<file path="config.mk">
export PLATFORM = sky130hd
export DESIGN_NAME = feature_packer_flat
export DESIGN_NICKNAME = d
export VERILOG_FILES = /design/src/rtl/feature_packer_if.sv /design/src/rtl/feature_packer.sv /design/src/flat_wrapper.sv
export SDC_FILE = /design/constraint.sdc
export NUM_CORES = 1
export LEC_CHECK = 0
export CORE_AREA = 2 2 184 186
export DETAILED_ROUTE_END_ITERATION = 8
export DIE_AREA = 0 0 186 188
export PLACE_DENSITY = 0.68
export SLEW_MARGIN = 20
export SYNTH_ARGS = -nofsm -noshare
export SYNTH_HDL_FRONTEND = slang
export SYNTH_SLANG_ARGS = --single-unit
</file>
<file path="constraint.sdc">
create_clock -name clk -period 3.3 [get_ports clk]
set_clock_uncertainty 0.05 [all_clocks]
set_input_delay 0.99 -clock clk [delete_from_list [all_inputs] [get_ports clk]]
set_output_delay 0.99 -clock clk [all_outputs]
set_load 0.02 [all_outputs]
</file>
<file path="src/rtl/feature_packer_if.sv">
// Word-stream channel into feature_packer: data/valid/last from the source, ready back from the packer.
interface feature_packer_if #(
    parameter int unsigned DATA_WIDTH = 16
);
    logic [DATA_WIDTH-1:0] s_data;
    logic                  s_valid;
    logic                  s_last;
    logic                  s_ready;

    modport master (output s_data, output s_valid, output s_last, input  s_ready);
    modport slave  (input  s_data, input  s_valid, input  s_last, output s_ready);
endinterface

</file>
<file path="src/rtl/feature_packer.sv">
// Packs a stream of NUM_FEATURES signed words into one flat vector with a one-cycle EMIT bubble.
// Define FEATURE_PACKER_TLAST_CHECK_EN to enable s_last framing checks (short/long frame discard).
module feature_packer #(
    parameter int unsigned NUM_FEATURES = 8,
    parameter int unsigned DATA_WIDTH   = 16
) (
    input  logic                                 clk,
    input  logic                                 rst,
    feature_packer_if.slave                      s,
    output logic [NUM_FEATURES*DATA_WIDTH-1:0]   out_features_flat,
    output logic                                 out_valid,
    output logic                                 frame_err,
    output logic [15:0]                          frame_cnt
);
    localparam int unsigned IDX_W  = $clog2(NUM_FEATURES);
    localparam int unsigned FLAT_W = NUM_FEATURES * DATA_WIDTH;
    localparam logic [IDX_W-1:0] LAST_IDX = IDX_W'(NUM_FEATURES - 1);

`ifdef FEATURE_PACKER_TLAST_CHECK_EN
    typedef enum logic [1:0] {FILL, EMIT, DROP} state_t;
`else
    typedef enum logic [1:0] {FILL, EMIT} state_t;
`endif

    state_t            state;
    logic [IDX_W-1:0]  idx;
    logic [FLAT_W-1:0] asm_buf;
    logic [FLAT_W-1:0] asm_next;
    logic              s_ready_q;
    logic              accept;
    logic              at_end;
    logic              complete;

    assign s.s_ready = s_ready_q;
    assign accept    = s.s_valid && s_ready_q;
    assign at_end    = (idx == LAST_IDX);

`ifdef FEATURE_PACKER_TLAST_CHECK_EN
    logic short_frame;
    logic long_frame;
    assign complete    = at_end && s.s_last;
    assign short_frame = !at_end && s.s_last;
    assign long_frame  = at_end && !s.s_last;
`else
    logic unused_last;
    assign unused_last = s.s_last;
    assign complete    = at_end;
`endif

    // Assembly buffer with the current word merged into its slot
    always_comb begin
        asm_next = asm_buf;
        asm_next[32'(idx) * DATA_WIDTH +: DATA_WIDTH] = s.s_data;
    end

    // Output registers are loaded on the final handshake so they are visible during the EMIT cycle
    always_ff @(posedge clk) begin
        if (rst) begin
            state             <= FILL;
            idx               <= '0;
            asm_buf           <= '0;
            out_features_flat <= '0;
            out_valid         <= 1'b0;
            frame_err         <= 1'b0;
            frame_cnt         <= '0;
            s_ready_q         <= 1'b1;
        end else begin
            out_valid <= 1'b0;
            frame_err <= 1'b0;
            case (state)
                FILL: begin
                    if (accept) begin
                        asm_buf <= asm_next;
                        if (complete) begin
                            state             <= EMIT;
                            s_ready_q         <= 1'b0;
                            idx               <= '0;
                            out_features_flat <= asm_next;
                            out_valid         <= 1'b1;
                            frame_cnt         <= frame_cnt + 16'd1;
                        end
`ifdef FEATURE_PACKER_TLAST_CHECK_EN
                        else if (long_frame) begin
                            state <= DROP;
                            idx   <= '0;
                        end else if (short_frame) begin
                            idx       <= '0;
                            frame_err <= 1'b1;
                        end
`endif
                        else begin
                            idx <= idx + IDX_W'(1);
                        end
                    end
                end
                EMIT: begin
                    state     <= FILL;
                    s_ready_q <= 1'b1;
                end
`ifdef FEATURE_PACKER_TLAST_CHECK_EN
                // Swallow the rest of an over-long frame up to its s_last
                DROP: begin
                    if (accept && s.s_last) begin
                        state     <= FILL;
                        frame_err <= 1'b1;
                    end
                end
`endif
                default: begin
                    state     <= FILL;
                    s_ready_q <= 1'b1;
                end
            endcase
        end
    end
endmodule

</file>
<file path="src/flat_wrapper.sv">
// flat-port wrapper written by rule: the top's interface ports become plain ports
module feature_packer_flat 
#(
    parameter int unsigned NUM_FEATURES = 8,
    parameter int unsigned DATA_WIDTH   = 16
)
  (clk, rst, out_features_flat, out_valid, frame_err, frame_cnt, s_s_data, s_s_valid, s_s_last, s_s_ready);
  feature_packer_if #(.DATA_WIDTH(DATA_WIDTH)) s_i ();
  input  logic clk;
  input  logic rst;
  output logic [NUM_FEATURES*DATA_WIDTH-1:0] out_features_flat;
  output logic out_valid;
  output logic frame_err;
  output logic [15:0] frame_cnt;
  input wire logic [$bits(s_i.s_data)-1:0] s_s_data;
  input wire logic [$bits(s_i.s_valid)-1:0] s_s_valid;
  input wire logic [$bits(s_i.s_last)-1:0] s_s_last;
  output wire logic [$bits(s_i.s_ready)-1:0] s_s_ready;
  assign s_i.s_data = s_s_data;
  assign s_i.s_valid = s_s_valid;
  assign s_i.s_last = s_s_last;
  assign s_s_ready = s_i.s_ready;
  feature_packer #(.NUM_FEATURES(NUM_FEATURES), .DATA_WIDTH(DATA_WIDTH)) u_core (.clk(clk), .rst(rst), .s(s_i), .out_features_flat(out_features_flat), .out_valid(out_valid), .frame_err(frame_err), .frame_cnt(frame_cnt));
endmodule
</file>
After elaboration in Yosys (flattened, before gate mapping)
Index checks and enable logic that the tools add are counted.
{ "word_totals": {"regBits": 278, "word_cells": 25} }
{ "op_classes": {"n_addsub": 3, "n_eq_ne": 1, "shift": 2, "muxes": 3, "bitwise_logic": 2, "reduce_logical": 7} }
{ "op_table": {"columns": ["op", "count"], "rows": [
  ["128-bit bitwise mux", 1],
  ["16-bit by 34-bit variable shift with 128-bit output, first input constant", 1],
  ["16-bit by 34-bit indexed part select with 128-bit output", 1],
  ["7-bit negation with 34-bit output", 1],
  ["16-bit by 1-bit adder with 16-bit output, second input constant", 1],
  ["2-bit AND reduction", 2],
  ["3-bit by 1-bit adder with 3-bit output, second input constant", 1],
  ["3-bit == test, second input constant", 1],
  ["3-bit two-way mux", 1],
  ["3-bit AND reduction", 1],
  ["3-bit OR reduction", 1],
  ["2-bit zero test", 1],
  ["1-bit inverter", 2],
  ["2-bit OR reduction", 1],
  ["1-bit logical AND", 1],
  ["1-bit two-way mux", 1]
]} }

Logic depth before layout (Yosys ltp)
Gate-level depths: netlist of run 1.
{ "depth": {"word_depth": 3, "depth_mapped": 14, "mapped_depth_nobuf": 7} }

Worst setup path before layout of run 1
No wires, ideal clock.
{ "synth_timing": {"kind": "flip-flop to flip-flop", "start": "register u_core.idx[0]", "end": "register u_core.asm_buf[10]", "setup_ns": 0.128, "t_arrival_ns": 3.208, "required_time_ns": 3.122, "slack_ns": -0.086, "stages_incl_launch_ff": 14, "n_path_buf": 6, "period_less_slack_ns": 3.386, "cell_sequence": "dfxtp_1 -> buf_2 -> buf_1 -> buf_1 -> inv_1 -> ha_1 -> ha_1 -> buf_2 -> or4b_4 -> or4_1 -> buf_4 -> buf_6 -> mux2i_1 -> nor2_1"} }
{ "synth_between": {"elab_chain_cells": 3, "elab_cells_between_ends": 4, "cone_classes": "add/sub: 1; shift: 2; mux: 1"} }
{ "synth_rtl": {"columns": ["element", "line_no", "rtl"], "rows": [
  ["from (decl)", "feature_packer.sv:26", "logic [IDX_W-1:0] idx;"],
  ["from (signal assigned)", "feature_packer.sv:92", "idx <= idx + IDX_W'(1);"],
  ["7-bit negation with 34-bit output *", "feature_packer.sv:53", "asm_next[32'(idx) * DATA_WIDTH +: DATA_WIDTH] = s.s_data;"],
  ["16-bit by 34-bit indexed part select with 128-bit output or 16-bit by 34-bit variable shift with 128-bit output (tied branches)", "feature_packer.sv:53", null],
  ["128-bit bitwise mux *", "feature_packer.sv:53", null],
  ["to (signal assigned)", "feature_packer.sv:73", "asm_buf <= asm_next;"],
  ["to (decl)", "feature_packer.sv:27", "logic [FLAT_W-1:0] asm_buf;"]
]} }
Mark *: on every way between the ends. The rest lies on a longest branch, timed or not.
A chain may end at the register's enable or synchronous reset.

Worst setup path in the final report of run 1
{ "layout_timing": {"start": "register u_core.idx[1]", "end": "register u_core.out_features_flat[75]"} }
{ "layout_between": {"elab_chain_cells": 3, "elab_cells_between_ends": 6, "cone_classes": "add/sub: 1; eq/ne: 1; shift: 2; mux: 1; reduce/logical: 1"} }
{ "layout_rtl": {"columns": ["element", "line_no", "rtl"], "rows": [
  ["7-bit negation with 34-bit output", "feature_packer.sv:53", null],
  ["16-bit by 34-bit indexed part select with 128-bit output or 16-bit by 34-bit variable shift with 128-bit output (tied branches)", "feature_packer.sv:53", null],
  ["128-bit bitwise mux", "feature_packer.sv:53", null],
  ["to (signal assigned)", "feature_packer.sv:78", "out_features_flat <= asm_next;"],
  ["to (decl)", "feature_packer.sv:10", "output logic [NUM_FEATURES*DATA_WIDTH-1:0] out_features_flat,"]
]} }
Several ways; a longest one is shown, not always the timed one.

==> metrics.md, run 1 <==
| Metric | Value |
|---|---|
| Die span in y | 188 um |
| Hold Startpoint | u_core.asm_buf[70] |
| Synth top area share | 48.8% |
| Share of cells above drive strength 1 | 7.29% |
| RePlAce Congestion | 0.838 |
| Worst-path clk slew | 0.06 ns |
| RSZ-0062 raised after global routing | false |
| Commonest cells after routing, fill and taps aside | 278 x dfxtp_1, 224 x nor2_1, 207 x nand2_1 |
| # diodes | 0 |
| Synth area leaders | dfxtp_1 49%, mux2i_1 10%, nor2_1 7.4% |
| Worst Path Arrival | 3.33 ns |
| Largest net degree at the start of global routing | 92 |
| CTS max path bufs | 3 |
| Vias in the first global route | 9072 |
| Setup CP Type | reg -> reg |
| CTS buffer count | 29 |
| Row count | 67 |
| M3 GR Usage | 3.75% |
| Boundary pin count | 167 |
| Min cycle time layout | 2.90 ns |
| CTS sink cnt | 278 |
| Status | completed |
| Slew @ Worst Pin | 0.655 ns |
| Layout area overhead | 27.1% |
| Synth Instances | 1352 |
| Lkg Pwr | 4.90 nW |
| First-pass GRT wire length | 51.0 mm |
| CTS resizes | 0 |
| Synth unique cells | 41 |
| Port Buf Inserts | 164 |
| Max rail drop VDD | 0.000382 V |
| Final net count | 1486 |
| Htree depth | 1 |
| Hpwl dp | 22.0 mm |
| Die W | 186 um |
| Global route overflow | 0 |
| Syn_nets | 1378 |
| Initial DRT Pass Iterations | 5 |
| Core Region | 33100 um^2 |
| Cts hold-fix bufs | 0 |
| Drc violations | 0 |
| R2R Path Start | u_core.idx[1] |
| Yosys warning total | 0 |
| M2 GR Usage | 28.0% |
| CTS tree | yes |
| Starting density of the core | 34.4% |
| Cell count after placement | 1877 |
| DR iter-0 viols | 624 |
| DIE AREA | 35000 um^2 |
| Final hold viol count | 0 |
| Final period utilization | 88.0% |
| Final setup fails | 0 |
| CP endpoint kind | flip-flop |
| Post-Syn Area | 11400 um^2 |
| Slew Limit Fails | 0 |
| Area leader, netlist | dfxtp_1 |
| Pwr Total | 7.07 mW |
| Max Clk Rate | 0.344 GHz |
| Setup_tns | 0 ns |
| P per Cell Area | 488 nW/um^2 |
| Post-CTS Repair Setup Buffers | 0 |
| Hold Crit Class | reg -> reg |
| Tot GR Track Use | 18.4% |
| Relative slew slack | 56.2% |
| Met1 usage | 26.2% |
| Via count | 9788 |
| Worst Setup SP | u_core.idx[1] |
| Post-Route WL | 32.5 mm |
| Initial antenna violation count | 1 |
| Antenna-violating nets left | 0 |
| Critical Path Fanout Max | 10 |
| Most used routing layer | met2 |
| Flops & latches, synth | 278 |
| Most common cell after layout, fill and taps aside | dfxtp_1 |
| Fillers | 3232 |
| Worst-skew pair later-pin latency | 0.56 ns |
| CP Launch Type | flip-flop |
| Root Buffer | clkbuf_16 |
| Max-cap violations | 0 |
| Via density | 5.07 |
| WP data required | 3.72 ns |
| Synth Area per Inst | 8.44 um^2 |
| Final cell count without fillers | 1930 |
| Drt wl/cell | 16.8 um |
| Register area share after synthesis | 48.8% |
-- path summary, 6_finish.rpt --
path                                                      to  slack, ns  depth (start not counted)
worst max-delay path            u_core.out_features_flat[75]       0.40                          8
worst min-delay path                      u_core.asm_buf[70]       0.40                          2
worst max register to register  u_core.out_features_flat[75]       0.40                          8
worst min register to register            u_core.asm_buf[70]       0.40                          2
-- cell usage after synthesis (all sizes together) --
library cell / count
and4: 1
o21bai: 1
ha: 6
nor3: 37
or4: 4
nor4b: 1
o31ai: 2
nand4b: 2
conb: 1
xnor2: 4
or3: 5
nand3: 46
nand3b: 2
o21ai: 4
nor4bb: 1
and3b: 2
xor2: 6
or2: 3
o21ba: 1
inv: 3
and2: 18
nand4: 5
and4b: 1
nand4bb: 1
or4b: 1
clkbuf: 120
nand2: 207
a21oi: 89
mux2i: 116
dfxtp: 278
buf: 25
and3: 6
a211oi: 96
nor3b: 1
nor2: 224
a311oi: 32
-- per-stage QoR --
stage               area [um^2]  setup WS (ns)  hold WS [ns]  utilization [%]
floorplan                 11400       0.000550         0.386                -
global route              14500          0.173         0.415             43.8
global placement          13600          0.308         0.392             41.0
CTS                       14500          0.416         0.404             43.8
finish                    14500          0.396         0.403             43.8
detailed placement        13600          0.296         0.396             41.0
-- sequential cells by signal, summed over array words and instances (netlist names) --
register	cells
u_core.frame_cnt	16
u_core.idx	3
u_core.s.s_ready	1
u_core.out_valid	1
u_core.asm_buf	128
u_core.state	1
u_core.out_features_flat	128
-- where the power goes --
group	switching [mW]	internal, mW
Sequential	0.0126	3.38
Combinational	0.327	0.154
Clock	1.35	1.85
Total	1.69	5.38
-- layer usage --
metal / up-vias / share of wire [%]
met1: 4559 / 45
met4: 0 / 2.6
met5: - / 0
li1: 4844 / -
met3: 51 / 7.7
met2: 334 / 44
-- logic make-up after synthesis --
logic type / after synthesis / synth area share (%)
compound gates: 225 / 13.1
xor+xnor: 10 / 0.768
simple gates: 568 / 21.2
mux: 116 / 10.2
buf+inv: 148 / 5.22
other cells: 1 / 0.0329
flops: 278 / 48.8
fa+ha+maj: 6 / 0.658
-- worst max-delay path, stage by stage, from the launching register on --
cell,delay [ns]
dfxtp_1,0.41
inv_1,0.07
ha_1,0.20
ha_1,0.50
nor3b_1,0.40
nand2_1,0.46
buf_4,0.35
mux2i_1,0.14
a211oi_1,0.24
-- final cells by class --
cell class	count	area (um^2)	area share [%]
clock buffers	45	816	5.62
clock inverters	8	98.8	0.682
flip-flops and latches	278	5570	38.4
multi-input cells	926	5270	36.3
inverters	3	11.3	0.0776
repair buffers	222	2180	15.0
well taps	448	561	3.86
Note: power is estimated with default switching activity, not from simulation.
==> run 2, diff against run 1 <==
--- a/config.mk
+++ b/config.mk
@@ -6,9 +6,11 @@
 export NUM_CORES = 1
 export LEC_CHECK = 0
 export CORE_AREA = 2 2 184 186
+export CTS_CLUSTER_SIZE = 12
 export DETAILED_ROUTE_END_ITERATION = 8
 export DIE_AREA = 0 0 186 188
 export PLACE_DENSITY = 0.68
+export SETUP_SLACK_MARGIN = 0.3
 export SLEW_MARGIN = 20
 export SYNTH_ARGS = -nofsm -noshare
 export SYNTH_HDL_FRONTEND = slang
==> run 2 against run 1 <==
  * Count of clock-buffer cells in the layout increased by 5
  * Flip-flop and latch count unchanged
  * Die area unchanged
  * Global-route usage about the same
  * Cell area about the same
  * Fmax increased by 7.9%
  * Combinational power increased by 2%
  * Via count decreased by 0.33%
  * Sequential power about the same
  * Critical endpoint is now u_core.out_features_flat[8]
==> metrics.md, run 2 (same netlist as run 1, synthesis figures left out) <==
| Metric | Value |
|---|---|
| Area after DPL | 13500 um^2 (-0.34%) |
| DR iter-0 viols | 727 (+17%) |
| Max-cap violations | 0 (unchanged) |
| CTS sink cnt | 278 (unchanged) |
| Die span in y | 188 um (unchanged) |
| Most common cell after layout, fill and taps aside | dfxtp_1 |
| Slew Limit Fails | 0 (unchanged) |
| Drt wl/cell | 16.8 um (about the same) |
| Cts hold-fix bufs | 0 (unchanged) |
| Slew @ Worst Pin | 0.716 ns (+0.0613 ns) |
| Final period utilization | 81.5% (-6.5 points) |
| Reg-to-Reg End | u_core.out_features_flat[8] |
| Status | completed |
| Largest net degree at the start of global routing | 103 (+12%) |
| Vias in the first global route | 8960 (-1.2%) |
| Hold Startpoint | u_core.asm_buf[76] |
| Hold Path Depth | 2 (unchanged) |
| Drc violations | 0 (unchanged) |
| Htree depth | 1 (unchanged) |
| Hpwl dp | 21.6 mm (-1.7%) |
| Worst-skew pair later-pin latency | 0.55 ns (about the same) |
| Tot GR Track Use | 18.4% (about the same) |
| # diodes | 0 (unchanged) |
| Hold Crit Class | reg -> reg |
| CP Launch Type | flip-flop |
| Initial DRT Pass Iterations | 5 (unchanged) |
| Setup CP Type | reg -> reg |
| Final net count | 1484 (-0.13%) |
| CTS buffer count | 30 (+3.4%) |
| Core Region | 33100 um^2 (unchanged) |
| Min cycle time layout | 2.69 ns (-0.214 ns) |
| CTS max path bufs | 3 (unchanged) |
| Port Buf Inserts | 164 (unchanged) |
| Commonest cells after routing, fill and taps aside | 277 x dfxtp_1, 224 x nor2_1, 207 x nand2_1 |
| Via count | 9756 (-0.33%) |
| Boundary pin count | 167 (unchanged) |
| Relative slew slack | 52.2% (-4.0 points) |
| CTS tree | yes |
| Reg2Reg Setup Slack | 0.61 ns (+0.21 ns) |
| Hold endpoint | u_core.asm_buf[76] |
| Post-CTS Repair Setup Buffers | 0 (unchanged) |
| CTS resizes | 0 (unchanged) |
| Max rail drop VDD | 0.000359 V (-5.9%) |
| Initial antenna violation count | 0 (-1) |
| WP data required | 3.65 ns (-0.07 ns) |
| RSZ-0062 raised after global routing | false |
| Root Buffer | clkbuf_16 |
| Pwr Total | 7.12 mW (+0.59%) |
| Fillers | 3215 (-0.53%) |
| RePlAce Congestion | 0.802 (-4.3%) |
| First-pass GRT wire length | 51.0 mm (about the same) |
| CP endpoint kind | flip-flop |
| Lkg Pwr | 4.91 nW (+0.18%) |
| Die W | 186 um (unchanged) |
| Setup_tns | 0 ns (unchanged) |
| Final hold viol count | 0 (unchanged) |
| Post-Route WL | 32.5 mm (about the same) |
| Path depth of the worst reg2reg path | 7 (-1) |
| Layout area overhead | 27.2% (about the same) |
| Starting density of the core | 34.4% (unchanged) |
| Worst Setup SP | u_core.idx[1] |
| DIE AREA | 35000 um^2 (unchanged) |
| Largest registers | u_core.asm_buf (128), u_core.out_features_flat (128), u_core.frame_cnt (16) |
| Post-Layout Inst Area | 14500 um^2 (about the same) |
| Critical Path Fanout Max | 16 (+6) |
| Final setup fails | 0 (unchanged) |
| Antenna-violating nets left | 0 (unchanged) |
| P per Cell Area | 490 nW/um^2 (+0.54%) |
| Max Clk Rate | 0.372 GHz (+7.9%) |
| Worst Path Arrival | 3.04 ns (-0.29 ns) |
| Row count | 67 (unchanged) |
| Hold_ws | 0.403 ns (-0.000140 ns) |
| Share of cells above drive strength 1 | 7.49% (+0.21 points) |
| Worst-path clk slew | 0.06 ns (about the same) |
| Via density | 5.06 (-0.28%) |
| R2R Path Start | u_core.idx[1] |
| Global route overflow | 0 (unchanged) |
==> run 2: how the worst max path moves through the flow <==
stage	to	slack (ns)	depth (start not counted)
after floorplan	u_core.asm_buf[10]	0.32	13
after global placement	u_core.frame_cnt[15]	0.33	5
after detailed placement	u_core.frame_cnt[15]	0.30	5
after CTS	frame_cnt[4]	0.58	1
after global routing	u_core.frame_cnt[13]	0.46	7
final	u_core.out_features_flat[8]	0.61	7
==> run 2: final cells by class <==
class,instances,area (um^2),area share (%)
Multi-Input combinational cell,926,5270,36.3
Clock buffer,50,926,6.38
Sequential cell,278,5570,38.4
Inverter,3,11.3,0.0776
Clock inverter,5,41.3,0.285
Timing Repair Buffer,219,2130,14.7
Tap cell,448,561,3.86
==> run 2: critical path: stages, from the launching register on <==
cell and delay (ns):
dfxtp_1 0.35, inv_1 0.07, ha_1 0.17, ha_1 0.40, or4b_4 0.55, or3_1 0.62, nand2_1 0.22, a311oi_1 0.11
==> run 2: stage by stage <==
step           utilization (%)  cells  worst slack [ns]
2_1_floorplan                -   1352             0.316
3_3_place_gp              40.9   1874             0.327
3_5_place_dp              40.9   1874             0.298
4_1_cts                   43.8   1929             0.576
5_1_grt                   43.8   1929             0.457
6_report                  43.8   1929             0.609
==> run 2: where the power goes <==
group          switching, mW  internal (mW)  total [mW]
combinational          0.334          0.155       0.489
clock                   1.33           1.90        3.23
sequential            0.0127           3.38        3.39
==> run 2: routing by layer <==
| layer | up-vias | track usage, % | wire (um) | part of all wire, % |
|---|---|---|---|---|
| met5 | - | 0 | 0 | 0 |
| met4 | 0 | 5.18 | 771 | 2.4 |
| met1 | 4571 | 26.0 | 14800 | 46 |
| li1 | 4841 | - | - | - |
| met2 | 306 | 27.9 | 14400 | 44 |
| met3 | 38 | 4.31 | 2410 | 7.4 |
==> run 3, diff against run 2 <==
==> constraint.sdc (replaced) <==
create_clock -name clk -period 2.3 [get_ports clk]
set_clock_uncertainty 0.05 [all_clocks]
set_input_delay 0.69 -clock clk [delete_from_list [all_inputs] [get_ports clk]]
set_output_delay 0.69 -clock clk [all_outputs]
set_load 0.02 [all_outputs]
==> run 3 against run 2 <==
  * The flow now finishes with violations (setup timing)
  * Clock power rose by 47%
  * Count of clock-buffer cells in the layout fell by 3
  * First-iteration DRC count rose by 10%
  * Wire length rose by 17%
  * Sequential power rose by 44%
  * Cell area rose by 18%
  * Worst hold slack improved by 0.0020 ns
  * Sequential share of layout area fell by 5.8 points
  * Via count rose by 9.3%
  * Fmax rose by 16%
  * Worst setup slack got worse by 0.62 ns
  * Power rose by 51%
==> metrics.md, run 3 (same netlist as run 1, synthesis figures left out) <==
| Metric | Value |
|---|---|
| Status | complete, but fails checks |
| Failing checks | setup timing |
| Final cell count without fillers | 2028 (+5.1%) |
| Crit-path max cell delay | 0.52 ns (-0.10 ns) |
| Largest registers | u_core.asm_buf (128), u_core.out_features_flat (128), u_core.frame_cnt (16) |
| Antenna-violating nets left | 0 (unchanged) |
| Root Buffer | clkbuf_16 |
| Layout area overhead | 49.9% |
| Lkg Pwr | 6.20 nW (+26%) |
| CP Launch Type | flip-flop |
| Boundary pin count | 167 (unchanged) |
| Cell count after placement | 1917 (+2.3%) |
| Hpwl dp | 23.3 mm (+7.6%) |
| # diodes | 0 (unchanged) |
| Place WS | -0.282 ns (-0.579 ns) |
| DIE AREA | 35000 um^2 (unchanged) |
| Final net count | 1585 (+6.8%) |
| WP data required | 2.67 ns (-0.98 ns) |
| Final hold viol count | 0 (unchanged) |
| CTS tree | yes |
| Setup CP Type | reg -> reg |
| Cts hold-fix bufs | 0 (unchanged) |
| Initial DRT Pass Iterations | 5 (unchanged) |
| Worst Path Arrival | 2.69 ns (-0.35 ns) |
| CTS buffer count | 31 (+3.3%) |
| Die span in y | 188 um (unchanged) |
| Starting density of the core | 34.4% (unchanged) |
| Final period utilization | 100% (+19 points) |
| Power share of the clock group | 44.4% (-1.0 points) |
| Drt wl/cell | 18.8 um (+11%) |
| Slew Limit Fails | 0 (unchanged) |
| Via count | 10.7k (+9.3%) |
| Slew @ Worst Pin | 0.539 ns (-0.178 ns) |
| Hold_ws | 0.405 ns (+0.00197 ns) |
| CTS max path bufs | 3 (unchanged) |
| Logic pwr share | 10.2% (+3.3 points) |
| Relative slew slack | 64.1% (+12 points) |
| Highest-delay cell along the critical path | or4b_4 |
| Hold Crit Class | reg -> reg |
| Port Buf Inserts | 164 (unchanged) |
| Final setup fails | 8 (+8) |
| Worst-skew pair later-pin latency | 0.55 ns (about the same) |
| Power Internal | 8.11 mW (+49%) |
| Share of cells above drive strength 1 | 28.9% (+21 points) |
| Critical Path Fanout Max | 8 (-8) |
| Drc violations | 0 (unchanged) |
| Row count | 67 (unchanged) |
| Reg power frac | 45.4% (-2.3 points) |
| Reg2Reg Setup Slack | -0.01 ns (-0.62 ns) |
| CP endpoint kind | flip-flop |
| CTS sink cnt | 278 (unchanged) |
| P per Cell Area | 627 nW/um^2 (+28%) |
| Die W | 186 um (unchanged) |
| Crit path cell chain | inv_2, ha_4, ha_4, or4b_4, buf_6, or3_4, clkbuf_16, nand2_1, a311oi_1 |
| Initial antenna violation count | 1 (+1) |
| Global route overflow | 0 (unchanged) |
| First-pass GRT wire length | 53.8 mm (+5.4%) |
| Post-Route WL | 38.0 mm (+17%) |
| Min cycle time layout | 2.31 ns (-0.379 ns) |
| Worst path most repeated cell | ha_4 |
| Max Clk Rate | 0.433 GHz (+16%) |
| Largest net degree at the start of global routing | 63 (-39%) |
| DR iter-0 viols | 800 (+10%) |
| Commonest cells after routing, fill and taps aside | 270 x dfxtp_1, 212 x nor2_1, 171 x nand2_1 |
| Via density | 5.26 (+4.0%) |
| RSZ-0062 raised after global routing | true |
| Worst-path clk slew | 0.06 ns (about the same) |
| Most common cell after layout, fill and taps aside | dfxtp_1 |
| Net Sw Frac | 24.4% (+0.75 points) |
| Max-cap violations | 0 (unchanged) |
| Htree depth | 1 (unchanged) |
| Pwr Total | 10.7 mW (+51%) |
| Setup slack after layout | -0.0111 ns (-0.621 ns) |
| Tot GR Track Use | 19.4% (+0.97 points) |
| Vias in the first global route | 9806 (+9.4%) |
| Max rail drop VDD | 0.000542 V (+51%) |
| Core Region | 33100 um^2 (unchanged) |
| RePlAce Congestion | 0.825 (+3.0%) |
| P_sw | 2.61 mW (+56%) |
## run 3: changes by cell type in the layout (fill, tap and decap cells not counted), sizes merged, moves of 2 or more
cell | before | now
buf | 55 | 144
or2 | 3 | 5
clkdlybuf4s15 | 0 | 52
clkbuf | 51 | 57
clkdlybuf4s50 | 163 | 17
dlygate4sd2 | 0 | 92
## run 3: final timing paths
kind                 startpoint                      endpoint  cells after the start
max               u_core.idx[0]  u_core.out_features_flat[12]                      9
min reg2reg  u_core.asm_buf[75]            u_core.asm_buf[75]                      2
min          u_core.asm_buf[75]            u_core.asm_buf[75]                      2
max reg2reg       u_core.idx[0]  u_core.out_features_flat[12]                      9
## run 3: critical path, delay by kind of cell, from the launching register on
kind / cells / cell delay (ns)
and+or+nand+nor: 3 / 0.96
buffers and inverters: 3 / 0.37
AOI/OAI and AO/OA: 1 / 0.08
adders and majority gates: 2 / 0.40
DFF: 1 / 0.33
## run 3: stage by stage
step	setup TNS, ns	utilization [%]	area (um^2)
global placement	-20.82	43.0	14300
detailed placement	-26.97	43.0	14300
global route	-1.26	51.6	17100
CTS	0	47.6	15800
finish	-0.0473	51.6	17100
floorplan	-19.46	-	11900
## run 3: metal layers
| metal | routed length [um] | up-vias | global-route usage (%) |
|---|---|---|---|
| met5 | 18 | - | 0 |
| met4 | 1160 | 2 | 6.27 |
| met3 | 2270 | 78 | 3.71 |
| met2 | 18800 | 345 | 32.9 |
| met1 | 15700 | 5205 | 24.5 |
| li1 | - | 5038 | - |
## run 3: power by group through the flow
stage,Sequential (mW),Combinational (mW),Clock [mW]
detailed placement,4.97,0.782,0
CTS,4.87,0.885,4.84
floorplan,4.97,0.519,0
global route,4.87,1.14,5.05
global placement,4.97,0.770,0
finish,4.87,1.09,4.76
## run 3: final cells by class
type / instances / area, um^2
inverters: 3 / 11.3
clock inverters: 7 / 75.1
well taps: 448 / 561
multi-input cells: 930 / 6530
repair buffers: 315 / 3450
clock buffers: 47 / 906
flip-flops and latches: 278 / 5580
fillers: 2905 / 16000
## run 3: timing repair
item                                    4_1_cts  5_1_grt
hold endpoints to repair                      0        0
pin swaps                                    29      122
cloned                                        8       10
endpoints found under the setup margin      339      331
resized for setup                           310      206
setup buffers                                13       26
==> variant: new RTL, settings of run 3 <==
`DATA_WIDTH` is set to 16 in 3 places; all go to 20.
--- a/src/rtl/feature_packer_if.sv
+++ b/src/rtl/feature_packer_if.sv
@@ -1,6 +1,6 @@
 // Word-stream channel into feature_packer: data/valid/last from the source, ready back from the packer.
 interface feature_packer_if #(
-    parameter int unsigned DATA_WIDTH = 16
+    parameter int unsigned DATA_WIDTH = 20
 );
     logic [DATA_WIDTH-1:0] s_data;
     logic                  s_valid;
--- a/src/rtl/feature_packer.sv
+++ b/src/rtl/feature_packer.sv
@@ -2,7 +2,7 @@
 // Define FEATURE_PACKER_TLAST_CHECK_EN to enable s_last framing checks (short/long frame discard).
 module feature_packer #(
     parameter int unsigned NUM_FEATURES = 8,
-    parameter int unsigned DATA_WIDTH   = 16
+    parameter int unsigned DATA_WIDTH   = 20
 ) (
     input  logic                                 clk,
     input  logic                                 rst,
--- a/src/flat_wrapper.sv
+++ b/src/flat_wrapper.sv
@@ -2,7 +2,7 @@
 module feature_packer_flat 
 #(
     parameter int unsigned NUM_FEATURES = 8,
-    parameter int unsigned DATA_WIDTH   = 16
+    parameter int unsigned DATA_WIDTH   = 20
 )
   (clk, rst, out_features_flat, out_valid, frame_err, frame_cnt, s_s_data, s_s_valid, s_s_last, s_s_ready);
   feature_packer_if #(.DATA_WIDTH(DATA_WIDTH)) s_i ();
Interface: changed (resized out_features_flat and s_s_data); port bits go from 167 to 203. The function was not compared with the original's and may differ.
==> variant against run 3 <==
- the run still ends with setup timing left
- sequential cell count up 64
- via count up 63%
- power up 63%
- sequential share of layout area down 6.6 points
- non-clock buffer count up 342
- wire length up 75%
- synthesized cell count up 40%
- synthesized area up 45%
- critical path depth up 3
- setup slack worse by 610 ps
- core utilization up 28 points
- clock power up 16%
- final area up 54%
- critical endpoint is now u_core.out_features_flat[140]
==> variant: results (changes against run 3) <==
INFO  metric cp_data_arrival_time = 3280 ps (was 2690 ps)
INFO  metric yosys-top-cells-count = dfxtp_1, nor2_1, mux2i_1, nand2_1, o21ai_0 (was dfxtp_1, nor2_1, nand2_1, clkbuf_1, mux2i_1)
INFO  metric power_leakage = 10.0 nW (was 6.20 nW)
INFO  metric run_status = finished, violations left (unchanged)
INFO  metric grt_usage = 36.6% (was 19.4%)
INFO  metric proportion_of_layout_cells_with_a_drive_suffix_above_1 = 35.5% (was 28.9%)
INFO  metric grt_first_pass_wirelength = 98600 microns (was 53800 microns)
INFO  metric totalNegativeSetupSlack = -151060 ps (was -47.3 ps)
INFO  metric routed_via_count_divided_by_cell_count = 5.99 (was 5.26)
INFO  metric globalplace.congestion = 0.982 (was 0.825)
INFO  metric cp_slowest_cell = or4_4 (was or4b_4)
INFO  metric drt_wl_total = 66400 microns (was 38000 microns)
INFO  metric htreeDepth = 2 (was 1)
INFO  metric io_buffer_count = 200 (was 164)
INFO  metric dpl_cell_area = 22100 sq um (was 14300 sq um)
INFO  metric relative_slew_slack = 28.7% (was 64.1%)
INFO  metric maximum_number_of_pins_on_one_net_before_global_route_repair = 205 (was 63)
INFO  metric critical_path.max_stage_delay = 440 ps (was 520 ps)
INFO  metric worst_setup_slack_final = -618 ps (was -11.1 ps)
INFO  metric synth_cell_type_count = 98 (was 41)
INFO  metric detailedRoute.firstIterationViolations = 1321 (was 800)
INFO  metric vdd.ir_drop.worst = 576 uV (was 542 uV)
INFO  metric finalSetupViolations = 336 (was 8)
INFO  metric first_global_vias = 17.0k (was 9806)
INFO  metric failed_checks = setup timing (unchanged)
INFO  metric dp_slack = -815 ps (was -282 ps)
INFO  metric top_registers = u_core.asm_buf: 160 flops, u_core.out_features_flat: 160 flops, u_core.frame_cnt: 16 flops (was u_core.asm_buf: 128 flops, u_core.out_features_flat: 128 flops, u_core.frame_cnt: 16 flops)
==> variant: area by class of cell <==
cell class | count | area (sq um)
clock buffer | 50 | 1030
clock inverter | 7 | 56.3
fill | 2181 | 6740
inverter | 20 | 87.6
multi-input combinational | 1385 | 11300
sequential | 342 | 6860
tap | 448 | 561
timing repair buffer | 657 | 6460
==> variant: cells by family (layout without fill, tap and decap cells) <==
kind of cell | count (synthesis) | after routing | share of synthesized area, %
other | 1 | 1 | 0.0227
DFF | 342 | 342 | 41.4
and+or+nand+nor | 640 | 641 | 18.5
muxes | 221 | 221 | 13.5
adders and majority gates | 9 | 9 | 0.680
AOI/OAI and AO/OA | 492 | 493 | 20.8
xor gates and xnor gates | 20 | 20 | 1.06
buffers and inverters | 165 | 734 | 4.08
==> variant: final timing paths <==
path,to,slack (ps),start,cells past startpoint
worst min-delay path,u_core.out_features_flat[81],400,u_core.out_features_flat[81],2
worst max register to register,u_core.out_features_flat[140],-620,u_core.idx[2],12
worst max-delay path,u_core.out_features_flat[140],-620,u_core.idx[2],12
worst min register to register,u_core.out_features_flat[81],400,u_core.out_features_flat[81],2
==> variant: power breakdown <==
part	leakage [nW]	switching [mW]	total, mW	internal [mW]
sequential	2.76	0.0235	5.98	5.96
clock	0.527	2.39	5.51	3.12
combinational	6.76	3.28	5.96	2.68
==> variant: critical path: cells and delay by family, from the launching register on <==
kind	cells	cell delay, ps
AO/OA/AOI/OAI	3	570
adder cells (fa/ha/maj)	2	380
buffers and inverters	4	590
flip-flops	1	350
multiplexers	1	230
AND/OR/NAND/NOR	2	640
==> variant: what timing repair did <==
action                     4_1_cts  5_1_grt
cloned                           4        1
resized for setup              359      167
pin swaps                      169       94
setup buffers                   74       22
setup endpoints to repair      513      518
==> variant: per-layer routing <==
layer	wire length, microns	vias to the layer above	part of all wire, %	GRT usage (%)
met5	0	-	0	0
met4	3000	0	4.5	16.3
met3	4990	171	7.5	7.69
met2	31800	706	48	60.2
met1	26600	8516	40	46.1
li1	-	8037	-	-
==> variant: metrics by stage <==
stage          utilization, %  hold slack [ps]  instances
5_1_grt                  79.6              427       2909
6_report                 79.6              399       2909
4_1_cts                  76.6              402       2886
2_1_floorplan               -              386       1890
3_5_place_dp             66.8              388       2751
3_3_place_gp             66.8              386       2751
